**src/rtl/fp_pkg.sv**
```systemverilog
// Shared FPU definitions: IEEE-754 single-precision field widths, bias, the
// canonical quiet NaN, a field view of a packed single, and the multiplier
// FSM state encoding.
package fp_pkg;

    localparam int          FP_BIAS   = 127;
    localparam int          FP_EXP_W  = 8;
    localparam int          FP_FRAC_W = 23;
    localparam logic [31:0] FP_QNAN   = 32'h7FC00000;

    typedef struct packed {
        logic                 sign;
        logic [FP_EXP_W-1:0]  exp;
        logic [FP_FRAC_W-1:0] frac;
    } fp32_t;

    typedef enum logic [2:0] {
        IDLE,
        MULT,
        NORM,
        ROUND,
        DONE
    } mul_state_e;

endpackage

```
**src/rtl/mantissa_mult_24bit.sv**
```systemverilog
// Iterative shift-add significand multiplier, one multiplier bit per step.
// Ports:
//   clk, rstn       clock, asynchronous active-low reset
//   i_load          clear accumulator/counter and capture both significands
//   i_step          perform one shift-add iteration
//   i_mcand         multiplicand significand (hidden bit included)
//   i_mplier        multiplier significand (hidden bit included)
//   o_product       accumulated product
//   o_finish        high while the final iteration is being performed
module mantissa_mult_24bit #(
    parameter int MANT_W = 24
) (
    input  logic                  clk,
    input  logic                  rstn,
    input  logic                  i_load,
    input  logic                  i_step,
    input  logic [MANT_W-1:0]     i_mcand,
    input  logic [MANT_W-1:0]     i_mplier,
    output logic [2*MANT_W-1:0]   o_product,
    output logic                  o_finish
);

    localparam int CNT_W = $clog2(MANT_W + 1);

    logic [2*MANT_W-1:0] r_acc;
    logic [2*MANT_W-1:0] r_mcand;
    logic [MANT_W-1:0]   r_mplier;
    logic [CNT_W-1:0]    r_cnt;

    always_ff @(posedge clk or negedge rstn) begin
        if (!rstn) begin
            r_acc    <= '0;
            r_mcand  <= '0;
            r_mplier <= '0;
            r_cnt    <= '0;
        end else if (i_load) begin
            r_acc    <= '0;
            r_mcand  <= {{MANT_W{1'b0}}, i_mcand};
            r_mplier <= i_mplier;
            r_cnt    <= '0;
        end else if (i_step) begin
            if (r_mplier[0]) begin
                r_acc <= r_acc + r_mcand;
            end
            r_mcand  <= r_mcand << 1;
            r_mplier <= r_mplier >> 1;
            r_cnt    <= r_cnt + CNT_W'(1);
        end
    end

    assign o_product = r_acc;
    // Counter holds MANT_W-1 during the last of the MANT_W iterations.
    assign o_finish  = (r_cnt == CNT_W'(MANT_W - 1));

endmodule

```
**src/rtl/ieee_multiplier.sv**
```systemverilog
// Multi-cycle IEEE-754 single-precision multiplier. Operands are captured on
// start, the significand product is built by mantissa_mult_24bit, then
// normalised, special-cased and packed. Latency is fixed regardless of
// operands.
// Ports:
//   clk, rstn     clock, asynchronous active-low reset
//   start         request, sampled only when idle
//   num1, num2    IEEE single operands
//   busy          high from the cycle after acceptance until done
//   done          one-cycle pulse, result valid and held afterwards
//   result        packed IEEE single product
//   overflow      set with done when the result saturated to infinity
// Build option: IEEE_MUL_ROUND_NEAREST_EN adds a ROUND state applying
// round-to-nearest-even (latency 27); otherwise truncation (latency 26).
module ieee_multiplier
    import fp_pkg::*;
#(
    parameter int MANT_W = 24,
    parameter int EXP_W  = FP_EXP_W,
    parameter int BIAS   = FP_BIAS
) (
    input  logic        clk,
    input  logic        rstn,
    input  logic        start,
    input  logic [31:0] num1,
    input  logic [31:0] num2,
    output logic        busy,
    output logic        done,
    output logic [31:0] result,
    output logic        overflow
);

    localparam int FRAC_W = MANT_W - 1;
    localparam int PROD_W = 2 * MANT_W;
    localparam int E_W    = EXP_W + 2;  // signed working exponent
    localparam logic signed [E_W-1:0] EXP_SAT = E_W'((1 << EXP_W) - 1);
    localparam logic signed [E_W-1:0] EXP_MIN = E_W'(1);

    mul_state_e          r_state, w_state_next;
    logic                r_sign, r_special, r_busy, r_done, r_ovf;
    logic [E_W-1:0]      r_exp;
    logic [31:0]         r_special_val, r_result;

    fp32_t               w_a, w_b;
    logic                w_accept, w_sign, w_finish;
    logic                w_a_zero, w_a_inf, w_a_nan, w_b_zero, w_b_inf, w_b_nan;
    logic                w_spec, w_pack_ovf;
    logic [31:0]         w_spec_val, w_pack;
    logic [E_W-1:0]      w_exp_sum, w_exp_n, w_exp_fin;
    logic [FRAC_W-1:0]   w_frac_n, w_frac_fin;
    logic [PROD_W-1:0]   w_prod;

    assign w_a      = num1;
    assign w_b      = num2;
    assign w_accept = (r_state == IDLE) && start;
    assign w_sign   = w_a.sign ^ w_b.sign;
    assign w_exp_sum = E_W'(w_a.exp) + E_W'(w_b.exp);

    assign w_a_zero = (w_a.exp == '0);
    assign w_a_inf  = (w_a.exp == '1) && (w_a.frac == '0);
    assign w_a_nan  = (w_a.exp == '1) && (w_a.frac != '0);
    assign w_b_zero = (w_b.exp == '0);
    assign w_b_inf  = (w_b.exp == '1) && (w_b.frac == '0);
    assign w_b_nan  = (w_b.exp == '1) && (w_b.frac != '0);

    // Special operands are resolved at capture; denormals count as zero.
    always_comb begin
        w_spec     = 1'b1;
        w_spec_val = FP_QNAN;
        if (w_a_nan || w_b_nan || (w_a_inf && w_b_zero) || (w_b_inf && w_a_zero)) begin
            w_spec_val = FP_QNAN;
        end else if (w_a_inf || w_b_inf) begin
            w_spec_val = {w_sign, 8'hFF, 23'b0};
        end else if (w_a_zero || w_b_zero) begin
            w_spec_val = {w_sign, 31'b0};
        end else begin
            w_spec = 1'b0;
        end
    end

    mantissa_mult_24bit #(
        .MANT_W (MANT_W)
    ) u_mant (
        .clk       (clk),
        .rstn      (rstn),
        .i_load    (w_accept),
        .i_step    (r_state == MULT),
        .i_mcand   ({1'b1, w_a.frac}),
        .i_mplier  ({1'b1, w_b.frac}),
        .o_product (w_prod),
        .o_finish  (w_finish)
    );

    // Product of two [1,2) significands lies in [1,4); bit PROD_W-1 flags [2,4).
    always_comb begin
        if (w_prod[PROD_W-1]) begin
            w_frac_n = w_prod[PROD_W-2 -: FRAC_W];
            w_exp_n  = r_exp - E_W'(BIAS) + E_W'(1);
        end else begin
            w_frac_n = w_prod[PROD_W-3 -: FRAC_W];
            w_exp_n  = r_exp - E_W'(BIAS);
        end
    end

`ifdef IEEE_MUL_ROUND_NEAREST_EN
    localparam mul_state_e LAST_ST = ROUND;

    logic [FRAC_W-1:0] r_frac, w_frac_rnd;
    logic [3:0]        r_grs, w_grs_n;  // {lsb, guard, round, sticky}
    logic              w_round_up, w_carry;

    assign w_grs_n = w_prod[PROD_W-1]
        ? {w_prod[MANT_W], w_prod[MANT_W-1], w_prod[MANT_W-2], |w_prod[MANT_W-3:0]}
        : {w_prod[MANT_W-1], w_prod[MANT_W-2], w_prod[MANT_W-3], |w_prod[MANT_W-4:0]};

    // Ties go to the even fraction.
    assign w_round_up = r_grs[2] & (r_grs[3] | r_grs[1] | r_grs[0]);
    assign {w_carry, w_frac_rnd} = {1'b0, r_frac} + {{FRAC_W{1'b0}}, w_round_up};
    // Carry out means the significand rounded up to 2.0.
    assign w_frac_fin = w_carry ? '0 : w_frac_rnd;
    assign w_exp_fin  = r_exp + {{(E_W-1){1'b0}}, w_carry};
`else
    localparam mul_state_e LAST_ST = NORM;

    logic w_unused;
    // Discarded product bits only matter when rounding.
    assign w_unused   = ^w_prod[MANT_W-2:0];
    assign w_frac_fin = w_frac_n;
    assign w_exp_fin  = w_exp_n;
`endif

    always_comb begin
        w_pack_ovf = 1'b0;
        if (r_special) begin
            w_pack = r_special_val;
        end else if ($signed(w_exp_fin) >= EXP_SAT) begin
            w_pack     = {r_sign, {EXP_W{1'b1}}, {FRAC_W{1'b0}}};
            w_pack_ovf = 1'b1;
        end else if ($signed(w_exp_fin) < EXP_MIN) begin
            w_pack = {r_sign, 31'b0};
        end else begin
            w_pack = {r_sign, w_exp_fin[EXP_W-1:0], w_frac_fin};
        end
    end

    always_comb begin
        w_state_next = r_state;
        unique case (r_state)
            IDLE:    if (start) w_state_next = MULT;
            MULT:    if (w_finish) w_state_next = NORM;
`ifdef IEEE_MUL_ROUND_NEAREST_EN
            NORM:    w_state_next = ROUND;
`else
            NORM:    w_state_next = DONE;
`endif
            ROUND:   w_state_next = DONE;
            DONE:    w_state_next = IDLE;
            default: w_state_next = IDLE;
        endcase
    end

    always_ff @(posedge clk or negedge rstn) begin
        if (!rstn) begin
            r_state       <= IDLE;
            r_sign        <= 1'b0;
            r_exp         <= '0;
            r_special     <= 1'b0;
            r_special_val <= '0;
            r_result      <= '0;
            r_busy        <= 1'b0;
            r_done        <= 1'b0;
            r_ovf         <= 1'b0;
`ifdef IEEE_MUL_ROUND_NEAREST_EN
            r_frac        <= '0;
            r_grs         <= '0;
`endif
        end else begin
            r_state <= w_state_next;
            r_done  <= 1'b0;
            if (w_accept) begin
                r_sign        <= w_sign;
                r_exp         <= w_exp_sum;
                r_special     <= w_spec;
                r_special_val <= w_spec_val;
                r_busy        <= 1'b1;
                r_ovf         <= 1'b0;
            end
`ifdef IEEE_MUL_ROUND_NEAREST_EN
            if (r_state == NORM) begin
                r_exp  <= w_exp_n;
                r_frac <= w_frac_n;
                r_grs  <= w_grs_n;
            end
`endif
            if (r_state == LAST_ST) begin
                r_result <= w_pack;
                r_ovf    <= w_pack_ovf;
                r_done   <= 1'b1;
                r_busy   <= 1'b0;
            end
        end
    end

    assign busy     = r_busy;
    assign done     = r_done;
    assign result   = r_result;
    assign overflow = r_ovf;

endmodule
```
**config.mk**
```make
export PLATFORM = sky130hd
export DESIGN_NAME = ieee_multiplier
export DESIGN_NICKNAME = d
export VERILOG_FILES = /design/src/rtl/fp_pkg.sv /design/src/rtl/mantissa_mult_24bit.sv /design/src/rtl/ieee_multiplier.sv
export SDC_FILE = /design/constraint.sdc
export NUM_CORES = 1
export LEC_CHECK = 0
export CAP_MARGIN = 20
export CORE_MARGIN = 1
export CORE_UTILIZATION = 59
export DETAILED_ROUTE_END_ITERATION = 7
export PLACE_DENSITY_LB_ADDON = 0.15
export SYNTH_ARGS = -nofsm -noshare
export SYNTH_HDL_FRONTEND = slang
export SYNTH_HIERARCHICAL = 1
export SYNTH_SLANG_ARGS = --single-unit
```
**constraint.sdc**
```tcl
create_clock -name clk -period 3.5 [get_ports clk]
set_input_delay 0.525 -clock clk [delete_from_list [all_inputs] [get_ports clk]]
set_output_delay 0.525 -clock clk [all_outputs]
set_load 0.02 [all_outputs]
```
==> results.md, run 1 <==
- Run status: finished clean
- Clock Latency Late Sink: around 0.43 ns
- Drt first-iter violations: just under 600
- Post-CTS Setup Bufs: 0
- Peak VDD IR: a little under 0.5 mV
- Final Cycle Share: 0.9235
- GRT overflow: 0
- Global-route wire length before repair: approximately 44000 um
- Yosys reg bits: about 180
- Die width: between 100 and 150 um
- Area grow syn2layout: 15.82%
- Slew @ Worst Pin: approximately 0.72 ns
- RSZ-0062 raised after global routing: no
- Synth area leader: dfrtp_1
- Worst Setup SP: u_mant/r_mcand[0]
- Dpl hpwl: 18230 um
- Worst R2R Path Depth: 11
- DRT Pass-1 Iters: 5
- Static leakage: 6.079 nW
- Post-Route WL: 25780 um
- Reg clk slew, reported paths: ~0.07 ns
- Relative slew slack: 0.5224
- I/O pin count: between 100 and 150
- Die H: around 140 um
- Post-synthesis async set-or-reset flop share: 1.000
- Antenna viol nets, final: 0
- Critical path capture point type: flip-flop
- TritonCTS clock tree: yes
- Slew Viols, Final: 0
- WP data required: 3.81 ns
- Non-filler instance count after layout: 1560
- Fin Clk Skew: between 0.006 and 0.007 ns
- Pin count of the biggest net entering global routing: 181
- Largest cells by area after synthesis: dfrtp_1, mux2i_1, nand2_1
- Layout fillers: 1500
- Power Density: about 840 nW/um2
- Die area: between 15000 and 20000 um2
- Net count, final: ~1400
- Power Total: around 0.011 W
- Critical path destination: u_mant/o_product[44]
- Placed Cells: 1528
- Cell area after synthesis: around 11000 um2
- Core area: about 19000 um2
- Time the worst path needs with I/O delays and setup: around 3.2 ns
- Drt wl/cell: 16.52 um
- Final Setup Violations: 0
- YS warnings: 6
- Data arrival, critical path: between 3 and 4 ns
- F_max: 309.4 MHz
- Count of cell types in the netlist: about 90
- Post-synth EDFFs: 0
- Via density: about 6
- Worst-path fanout max: 4
- DRC Markers: 0
- Aggregate global-route resource usage: 0.2786
- Crit Path Class: reg2reg
- Diodes inserted: 0
- Final hold viol count: 0
- CTS H-tree depth: 4
- Root Driver: clkbuf_16
- Crit start category: flip-flop
- Yosys top cell area share: 0.3936
- Max clock buf depth: 2
- R2R setup slack: approximately 0.27 ns
- Vias in the first global route: about 9000
- Hold crit path type: in2async
- Most common flop cell mapped by yosys: dfrtp_1
- Initial Util: 0.6017
- Port Buf Inserts: 101
- Vias: around 9300
- GP Congestion: 0.9145
- Sequential share of the synthesized area: 0.3936
- Max cap viols: 0
- CTS Buf Count: 17
- Clk sink count: roughly 180
- Worst hold slack: ~0.097 ns
- Layout cell share with drive strength beyond 1: 0.05958
- Setup TNS Final: 0 ns
- # rows: 50
- Worst R2R Start: u_mant/r_mcand[0]
- Mapped Avg Cell Area: between 9 and 10 um2
- Initial antenna violation count: 0
- Mapped Cells: 1248
- RR Endpoint: u_mant/o_product[44]
## per-layer routing
layer | part of all wire | vias up | global-route usage
li1 | - | 4613 | -
met1 | 0.47 | 4471 | 0.3837
met2 | 0.48 | 219 | 0.4639
met3 | 0.033 | 30 | 0.03521
met4 | 0.014 | 0 | 0.07634
met5 | 0 | - | 0
## state kept, by name (all words and copies together), names as in the netlist
name / flops
overflow: 1
r_exp: 9
r_sign: 1
r_state: 3
r_special_val: 3
u_mant/r_mcand: 48
result: 32
r_special: 1
u_mant/r_cnt: 5
busy: 1
u_mant/r_mplier: 24
u_mant/o_product: 48
done: 1
## final cells by class
cell class / count / area, um2 / share of cell area
Clock inverter: 13 / 151.4 / 0.01161
Clock buffer: 19 / 452.9 / 0.03475
Tap cell: 234 / 292.8 / 0.02246
Timing Repair Buffer: 118 / 1165 / 0.08936
Sequential cell: 177 / 4429 / 0.3398
Multi-Input combinational cell: 977 / 6456 / 0.4953
Inverter: 22 / 87.58 / 0.006719
## cells by family after synthesis
logic type / synth area share
buf+inv: 0.03435
simple gates: 0.1722
xor+xnor: 0.05114
fa+ha+maj: 0.06915
compound gates: 0.1918
mux: 0.08749
flops: 0.3936
other cells: 0.0003332
## how the worst min path moves through the flow
stage	from	to	slack, ns	depth (start not counted)
2_1_floorplan	rstn	busy	0.23	0
5_1_grt	rstn	result[14]	0.14	1
6_report	rstn	result[14]	0.1	1
3_3_place_gp	r_state[2]	r_state[2]	0.44	1
4_1_cts	rstn	result[14]	0.12	1
3_5_place_dp	r_state[2]	r_state[2]	0.45	1
## what timing repair did
item	in CTS	in global routing
setup endpoints to repair	0	24
resized for setup	0	2
hold buffers	0	0
endpoints found under the hold margin	0	0
## through the flow
step / instance area, um2 / util / setup WS, ns
finish: 13040 / 0.6969 / 0.2676
global route: 13040 / 0.6969 / 0.001937
CTS: 13020 / 0.6961 / 0.07470
detailed placement: 12420 / 0.6638 / 0.09352
global placement: 12420 / 0.6638 / 0.2571
floorplan: 11260 / - / 0.5355
## synth_stat cells, drive strengths merged (7+ instances only)
library cell	instances
xor2	21
dfrtp	177
a211oi	11
o21bai	9
clkbuf	50
nand4	25
nand2	211
or3	7
nor2	76
nor2b	10
o31ai	11
nand2b	7
o211ai	9
a21oi	99
nand3	22
xnor2	43
a31oi	11
mux2i	95
buf	23
nor4	13
o21a	8
ha	59
o21ai	108
and3	8
a21o	22
inv	20
## where the power goes
group	switching (W)	internal, W	total (W)
Combinational	0.00315	0.00233	0.00549
Clock	0.000851	0.00110	0.00195
Sequential	0.000704	0.00276	0.00347
Total	0.00471	0.00620	0.0109
## critical path, stage by stage, from the launching register on
cell and delay [ns]:
dfrtp_1 0.41, ha_1 0.24, fa_1 0.41, a21o_1 0.22, a221oi_4 0.40, a211oi_4 0.15
nor4b_2 0.40, o41a_1 0.35, o311ai_4 0.14, o22ai_1 0.17, xor2_1 0.16, o21ai_1 0.07
## placed cells by master (no fill, tap or decap), types with 9 or more instances in the layout
master           synthesis  final
o21ai_1                 25     25
nor2_1                  76     76
nand4_1                 25     25
o21bai_1                 9      9
nor4_1                  13     13
o211ai_1                 9      9
nand2_1                211    211
ha_1                    59     59
mux2i_1                 95     95
xor2_1                  20     20
nand3_1                 22     22
a211oi_1                10     10
xnor2_1                 42     42
o21ai_0                 83     83
clkdlybuf4s50_1          0    100
a21o_1                  22     22
a21oi_1                 99     99
dfrtp_1                177    177
clkbuf_16                0     17
buf_4                    2     15
inv_1                   20     19
a31oi_1                  9      9
nor2b_1                 10     10
o31ai_1                 10     10
Power figures use the tool's default switching activity.
==> inputs of run 2 (changes only) <==
--- a/config.mk
+++ b/config.mk
@@ -5,11 +5,10 @@
 export SDC_FILE = /design/constraint.sdc
 export NUM_CORES = 1
 export LEC_CHECK = 0
-export CAP_MARGIN = 20
 export CORE_MARGIN = 1
 export CORE_UTILIZATION = 59
 export DETAILED_ROUTE_END_ITERATION = 7
-export PLACE_DENSITY_LB_ADDON = 0.15
+export PLACE_DENSITY = 0.89
 export SYNTH_ARGS = -nofsm -noshare
 export SYNTH_HDL_FRONTEND = slang
 export SYNTH_HIERARCHICAL = 1
==> run 2 against run 1 <==
Against the previous run:
- the run now ends with DRC left
- worst setup slack lost 0.061 ns
- core utilization grew 0.16 points
- global-route usage grew 0.57 points
- via count grew 3.9%
- register-to-register slack lost 0.06 ns
- combinational power grew 2%
- sequential cell count is the same
- cell count grew 0.13%
- fmax shrank 1.8%
- wire length grew 4.1%
- critical endpoint is now u_mant/o_product[34]
==> results.md, run 2 (same netlist as run 1, synthesis figures left out) <==
- GP Congestion: 0.9601 (was 0.9145)
- Power Density: 849.0 nW/um2 (was 836.9 nW/um2)
- Commonest non-fill, non-tap cell in the layout: nand2_1 (unchanged)
- Slew @ Worst Pin: 0.7914 ns (was 0.7164 ns)
- Final worst slack: 0.2069 ns (was 0.2676 ns)
- DRC Markers: 1 (was 0)
- GRT overflow: 0 (unchanged)
- Die width: 140.1 um (unchanged)
- Slew Viols, Final: 0 (unchanged)
- Clock Latency Late Sink: 0.43 ns (about the same)
- Vias in the first global route: 9359 (was 9040)
- Reg clk slew, reported paths: 0.06 ns (was 0.07 ns)
- RSZ-0062 raised after global routing: no (unchanged)
- Pin count of the biggest net entering global routing: 181 (unchanged)
- Combinational share of power: 0.505 (was 0.503)
- Relative slew slack: 0.4724 (was 0.5224)
- Fin Clk Skew: 0.006437 ns (was 0.006551 ns)
- Post-Route WL: 26830 um (was 25780 um)
- Die H: 140.1 um (unchanged)
- Critical path capture point type: flip-flop (unchanged)
- Die area: 19630 um2 (unchanged)
- Buf+Inv Stages, Crit Path: 0 (unchanged)
- Aggregate global-route resource usage: 0.2843 (was 0.2786)
- Initial antenna violation count: 0 (unchanged)
- Net count, final: 1443 (was 1441)
- Failing checks: DRC
- Peak VDD IR: 0.4429 mV (was 0.4800 mV)
- Crit path max-delay cell type: a2111oi_2 (was dfrtp_1)
- Drt wl/cell: 17.18 um (was 16.52 um)
- Switching power: 0.004746 W (was 0.004708 W)
- Final Cycle Share: 0.9409 (was 0.9235)
- I/O pin count: 102 (unchanged)
- Setup TNS Final: 0 ns (unchanged)
- Max cap viols: 0 (unchanged)
- Antenna viol nets, final: 0 (unchanged)
- Setup slack at placement: 0.2770 ns (was 0.09352 ns)
- F_max: 303.7 MHz (was 309.4 MHz)
- Layout cell share with drive strength beyond 1: 0.05873 (was 0.05958)
- Crit start category: flip-flop (unchanged)
- Crit Path Class: reg2reg (unchanged)
- Via density: 6.209 (was 5.983)
- Sw frac: 0.4278 (was 0.4315)
- Dpl hpwl: 18900 um (was 18230 um)
- Worst hold slack: 0.07855 ns (was 0.09699 ns)
- Area grow syn2layout: 16.09% (was 15.82%)
- Drt first-iter violations: 842 (was 595)
- Hold crit path type: in2async (unchanged)
- CTS Buf Count: 17 (unchanged)
- Vias: 9698 (was 9333)
- Diodes inserted: 0 (unchanged)
- Clk sink count: 177 (unchanged)
- Crit path largest cell delay: 0.56 ns (was 0.41 ns)
- # rows: 50 (unchanged)
- Final Setup Violations: 0 (unchanged)
- Root Driver: clkbuf_16 (unchanged)
- DRT Pass-1 Iters: 7 (was 5)
- Run status: finished with violations (was finished clean)
- Placed Cells: 1530 (was 1528)
- WP data required: 3.84 ns (was 3.81 ns)
- Clock power share: 0.182 (was 0.179)
- Most frequent cells in the layout: nand2_1, dfrtp_1, clkdlybuf4s50_1 (unchanged)
- Initial Util: 0.6017 (unchanged)
- TritonCTS clock tree: yes (unchanged)
- Int Pwr: 0.006346 W (was 0.006201 W)
- Time the worst path needs with I/O delays and setup: 3.293 ns (was 3.232 ns)
- Non-filler instance count after layout: 1562 (was 1560)
- CTS H-tree depth: 4 (unchanged)
- Post-layout util: 0.6985 (was 0.6969)
- Worst-path fanout max: 4 (unchanged)
- Data arrival, critical path: 3.64 ns (was 3.54 ns)
- Global-route wire length before repair: 44900 um (was 44400 um)
- Critical path cell sequence: ha_1, fa_1, a21o_1, a221oi_4, a211oi_4, a2111oi_2, o41ai_4, a41oi_2, xnor2_1, nand2_1, a21oi_1 (was ha_1, fa_1, a21o_1, a221oi_4, a211oi_4, nor4b_2, o41a_1, o311ai_4, o22ai_1, xor2_1, o21ai_1)
- Max clock buf depth: 2 (unchanged)
- Largest delay share family, worst path: compound AO/OA/AOI/OAI gates (unchanged)
- Post-CTS Setup Bufs: 0 (unchanged)
- Core area: 18710 um2 (unchanged)
- Sequential share of power: 0.313 (was 0.318)
- Final hold viol count: 0 (unchanged)
- Static leakage: 6.101 nW (was 6.079 nW)
- Port Buf Inserts: 101 (unchanged)
## run 2: changes by cell type in the layout (fill, tap and decap cells not counted), sizes merged
cell	change
clkbuf	+4
inv	-4
buf	+2
bufinv	+2
clkinv	-1
clkinvlp	-1
## run 2: per-layer routing
metal	GRT usage	vias up	share of wire
li1	-	4621	-
met4	0.1122	0	0.029
met2	0.4874	365	0.49
met5	0	-	0
met3	0.04239	80	0.055
met1	0.3624	4632	0.43
## run 2: path summary, 6_finish.rpt
path	from	endpoint	slack, ns	depth (start not counted)
min in group clk	r_state[2]	r_state[2]	0.48	1
min reg2reg	r_state[2]	r_state[2]	0.48	1
max	u_mant/r_mcand[0]	u_mant/o_product[34]	0.21	11
max in group asynchronous	rstn	u_mant/o_product[10]	2.59	2
min	rstn	result[17]	0.08	1
max reg2reg	u_mant/r_mcand[0]	u_mant/o_product[34]	0.21	11
## run 2: timing repair
item,in CTS,in global routing
hold buffers,0,0
endpoints found under the setup margin,0,3
resized for setup,0,1
## run 2: power groups by stage
stage	Sequential, W	Clock, W	Combinational (W)
2_1_floorplan	0.00321	0	0.00437
3_3_place_gp	0.00341	0	0.00522
3_5_place_dp	0.00347	0	0.00541
4_1_cts	0.00345	0.00205	0.00553
5_1_grt	0.00355	0.00213	0.00616
6_report	0.00347	0.00202	0.00560
## run 2: metrics by stage
step,instance area (um2),power (W)
2_1_floorplan,11260,0.007579
3_3_place_gp,12430,0.008628
3_5_place_dp,12430,0.008872
4_1_cts,13060,0.01103
5_1_grt,13070,0.01184
6_report,13070,0.01109
## run 2: area by class of cell
class	instances	area (um2)
Multi-Input combinational cell	977	6444
Fill cell	1357	5640
Sequential cell	177	4429
Timing Repair Buffer	120	1180
Clock buffer	23	478.0
Tap cell	234	292.8
Clock inverter	9	153.9
Inverter	22	87.58
==> inputs of run 3 (changes only) <==
--- a/config.mk
+++ b/config.mk
@@ -7,8 +7,10 @@
 export LEC_CHECK = 0
 export CORE_MARGIN = 1
 export CORE_UTILIZATION = 59
+export CTS_CLUSTER_DIAMETER = 120
 export DETAILED_ROUTE_END_ITERATION = 7
 export PLACE_DENSITY = 0.89
+export RECOVER_POWER = 50
 export SYNTH_ARGS = -nofsm -noshare
 export SYNTH_HDL_FRONTEND = slang
 export SYNTH_HIERARCHICAL = 1
==> run 3 against run 2 <==
Against the previous run:
- the flow finishes with violations (DRC, capacitance limit, slew limit)
- critical path type unchanged
- final area shrank 0.27%
- sequential power about the same
- highest routed layer unchanged
- non-clock buffer count is the same
- die area unchanged
- wire length grew 0.37%
- via count shrank 0.14%
- global-route usage stayed put
- largest power group unchanged
==> results.md, run 3 (same netlist as run 1, synthesis figures left out) <==
- Most frequent cells in the layout: nand2_1, dfrtp_1, a21oi_1, clkdlybuf4s50_1, mux2i_1 (was nand2_1, dfrtp_1, clkdlybuf4s50_1)
- Clock power share: 0.182 (about the same)
- Setup slack at placement: 0.2770 ns (unchanged)
- Peak VDD IR: 0.4441 mV (was 0.4429 mV)
- Power Density: 850.9 nW/um2 (was 849.0 nW/um2)
- F_max: 301.8 MHz (was 303.7 MHz)
- R2R setup slack: 0.19 ns (was 0.21 ns)
- Reg clk slew, reported paths: 0.06 ns (about the same)
- Crit start category: flip-flop (unchanged)
- Crit Path Class: reg2reg (unchanged)
- RSZ-0062 raised after global routing: no (unchanged)
- Dpl hpwl: 18900 um (unchanged)
- Worst-path fanout max: 4 (unchanged)
- Fin Clk Skew: 0.006895 ns (was 0.006437 ns)
- # rows: 50 (unchanged)
- Max clock buf depth: 2 (unchanged)
- I/O pin count: 102 (unchanged)
- TritonCTS clock tree: yes (unchanged)
- GRT overflow: 0 (unchanged)
- Sw frac: 0.4282 (was 0.4278)
- Final Cell Area: 13030 um2 (was 13070 um2)
- Port Buf Inserts: 101 (unchanged)
- Failing checks: DRC, capacitance limit, slew limit (was DRC)
- Int Pwr: 0.006340 W (was 0.006346 W)
- Post-Route WL: 26930 um (was 26830 um)
- Diodes inserted: 0 (unchanged)
- Core area: 18710 um2 (unchanged)
- Data arrival, critical path: 3.66 ns (was 3.64 ns)
- Slew Viols, Final: 69 (was 0)
- Layout cell share with drive strength beyond 1: 0.05572 (was 0.05873)
- Die area: 19630 um2 (unchanged)
- Hold crit path type: reg2reg (was in2async)
- WP data required: 3.84 ns (about the same)
- Multi-input gate area in the final layout: 6444 um2 (unchanged)
- Setup TNS Final: 0 ns (unchanged)
- Initial Util: 0.6017 (unchanged)
- Vias: 9684 (was 9698)
- Layout fillers: 1368 (was 1357)
- Run status: finished with violations (unchanged)
- Aggregate global-route resource usage: 0.2843 (unchanged)
- Final Setup Violations: 0 (unchanged)
- Root Driver: clkbuf_16 (unchanged)
- Net count, final: 1443 (unchanged)
- Commonest non-fill, non-tap cell in the layout: nand2_1 (unchanged)
- Die width: 140.1 um (unchanged)
- Area grow syn2layout: 15.78% (was 16.09%)
- Global-route wire length before repair: 44900 um (unchanged)
- Relative slew slack: -0.1253 (was 0.4724)
- Slew @ Worst Pin: 1.688 ns (was 0.7914 ns)
- Clk sink count: 177 (unchanged)
- Final Cycle Share: 0.9468 (was 0.9409)
- Die H: 140.1 um (unchanged)
- Sequential cell area: 4429 um2 (unchanged)
- Clock Latency Late Sink: 0.43 ns (about the same)
- CTS Buf Count: 17 (unchanged)
- DRT Pass-1 Iters: 8 (was 7)
- Drt wl/cell: 17.24 um (was 17.18 um)
- Placed cell areas: 12430 um2 (unchanged)
- Via density: 6.200 (was 6.209)
- Final worst slack: 0.1860 ns (was 0.2069 ns)
- CTS H-tree depth: 4 (unchanged)
- Static leakage: 6.075 nW (was 6.101 nW)
- Antenna viol nets, final: 0 (unchanged)
- Vias in the first global route: 9359 (unchanged)
- DRC Markers: 1 (unchanged)
- Final hold viol count: 0 (unchanged)
- Hold buffers post-CTS: 0 (unchanged)
- Switching power: 0.004747 W (was 0.004746 W)
- Pin count of the biggest net entering global routing: 181 (unchanged)
- Max cap viols: 1 (was 0)
- Time the worst path needs with I/O delays and setup: 3.314 ns (was 3.293 ns)
- Critical path capture point type: flip-flop (unchanged)
- GP Congestion: 0.9601 (unchanged)
- Combinational share of power: 0.504 (was 0.505)
- Drt first-iter violations: 881 (was 842)
- Initial antenna violation count: 0 (unchanged)
- Sequential share of power: 0.314 (was 0.313)
-- run 3: what timing repair did --
action / CTS / global route
endpoints found under the setup margin: 0 / 3
resized for setup: 0 / 1
setup buffers: 0 / 0
-- run 3: metrics by stage --
step | std cells | total power (W) | hold WS [ns] | util
after floorplan | 1249 | 0.007579 | 0.2294 | -
after global placement | 1530 | 0.008628 | 0.4441 | 0.6646
after detailed placement | 1530 | 0.008872 | 0.4554 | 0.6646
after CTS | 1562 | 0.01103 | 0.1104 | 0.6984
after global routing | 1562 | 0.01183 | 0.4886 | 0.6966
final | 1562 | 0.01109 | 0.4738 | 0.6966
-- run 3: worst max-delay path: stages, from the launching register on --
cell	delay, ns
dfrtp_1	0.41
ha_1	0.24
fa_1	0.41
a21o_1	0.21
a221oi_4	0.39
a211oi_4	0.14
a2111oi_2	0.56
o41ai_4	0.21
a41oi_2	0.25
xnor2_1	0.16
nand2_1	0.08
a21oi_1	0.17
-- run 3: worst paths after layout --
kind	end	startpoint	cells after the start
min	r_state[2]	r_state[2]	1
max	u_mant/o_product[34]	u_mant/r_mcand[0]	11
max in group asynchronous	result[9]	rstn	2
min in group asynchronous	result[17]	rstn	1
min reg2reg	r_state[2]	r_state[2]	1
max reg2reg	u_mant/o_product[34]	u_mant/r_mcand[0]	11
-- run 3: metal layers --
metal,vias up,share of wire,wire length (um),track usage
li1,4621,-,-,-
met4,0,0.028,766,0.1122
met2,351,0.49,13250,0.4874
met3,77,0.053,1430,0.04239
met1,4635,0.43,11480,0.3624
met5,-,0,0,0
-- run 3: area by class of cell --
type | instances | share of cell area
Timing Repair Buffer | 120 | 0.08796
Tap cell | 234 | 0.02247
Inverter | 22 | 0.006626
Sequential cell | 177 | 0.3399
Multi-Input combinational cell | 977 | 0.4945
Clock buffer | 23 | 0.03668
Clock inverter | 9 | 0.01181
-- run 3: power by group through the flow --
| stage | clock network, W | registers (W) | logic [W] |
|---|---|---|---|
| 4_1_cts | 0.00205 | 0.00345 | 0.00553 |
| 6_report | 0.00202 | 0.00348 | 0.00559 |
| 5_1_grt | 0.00213 | 0.00355 | 0.00615 |
| 3_5_place_dp | 0 | 0.00347 | 0.00541 |
| 3_3_place_gp | 0 | 0.00341 | 0.00522 |
| 2_1_floorplan | 0 | 0.00321 | 0.00437 |
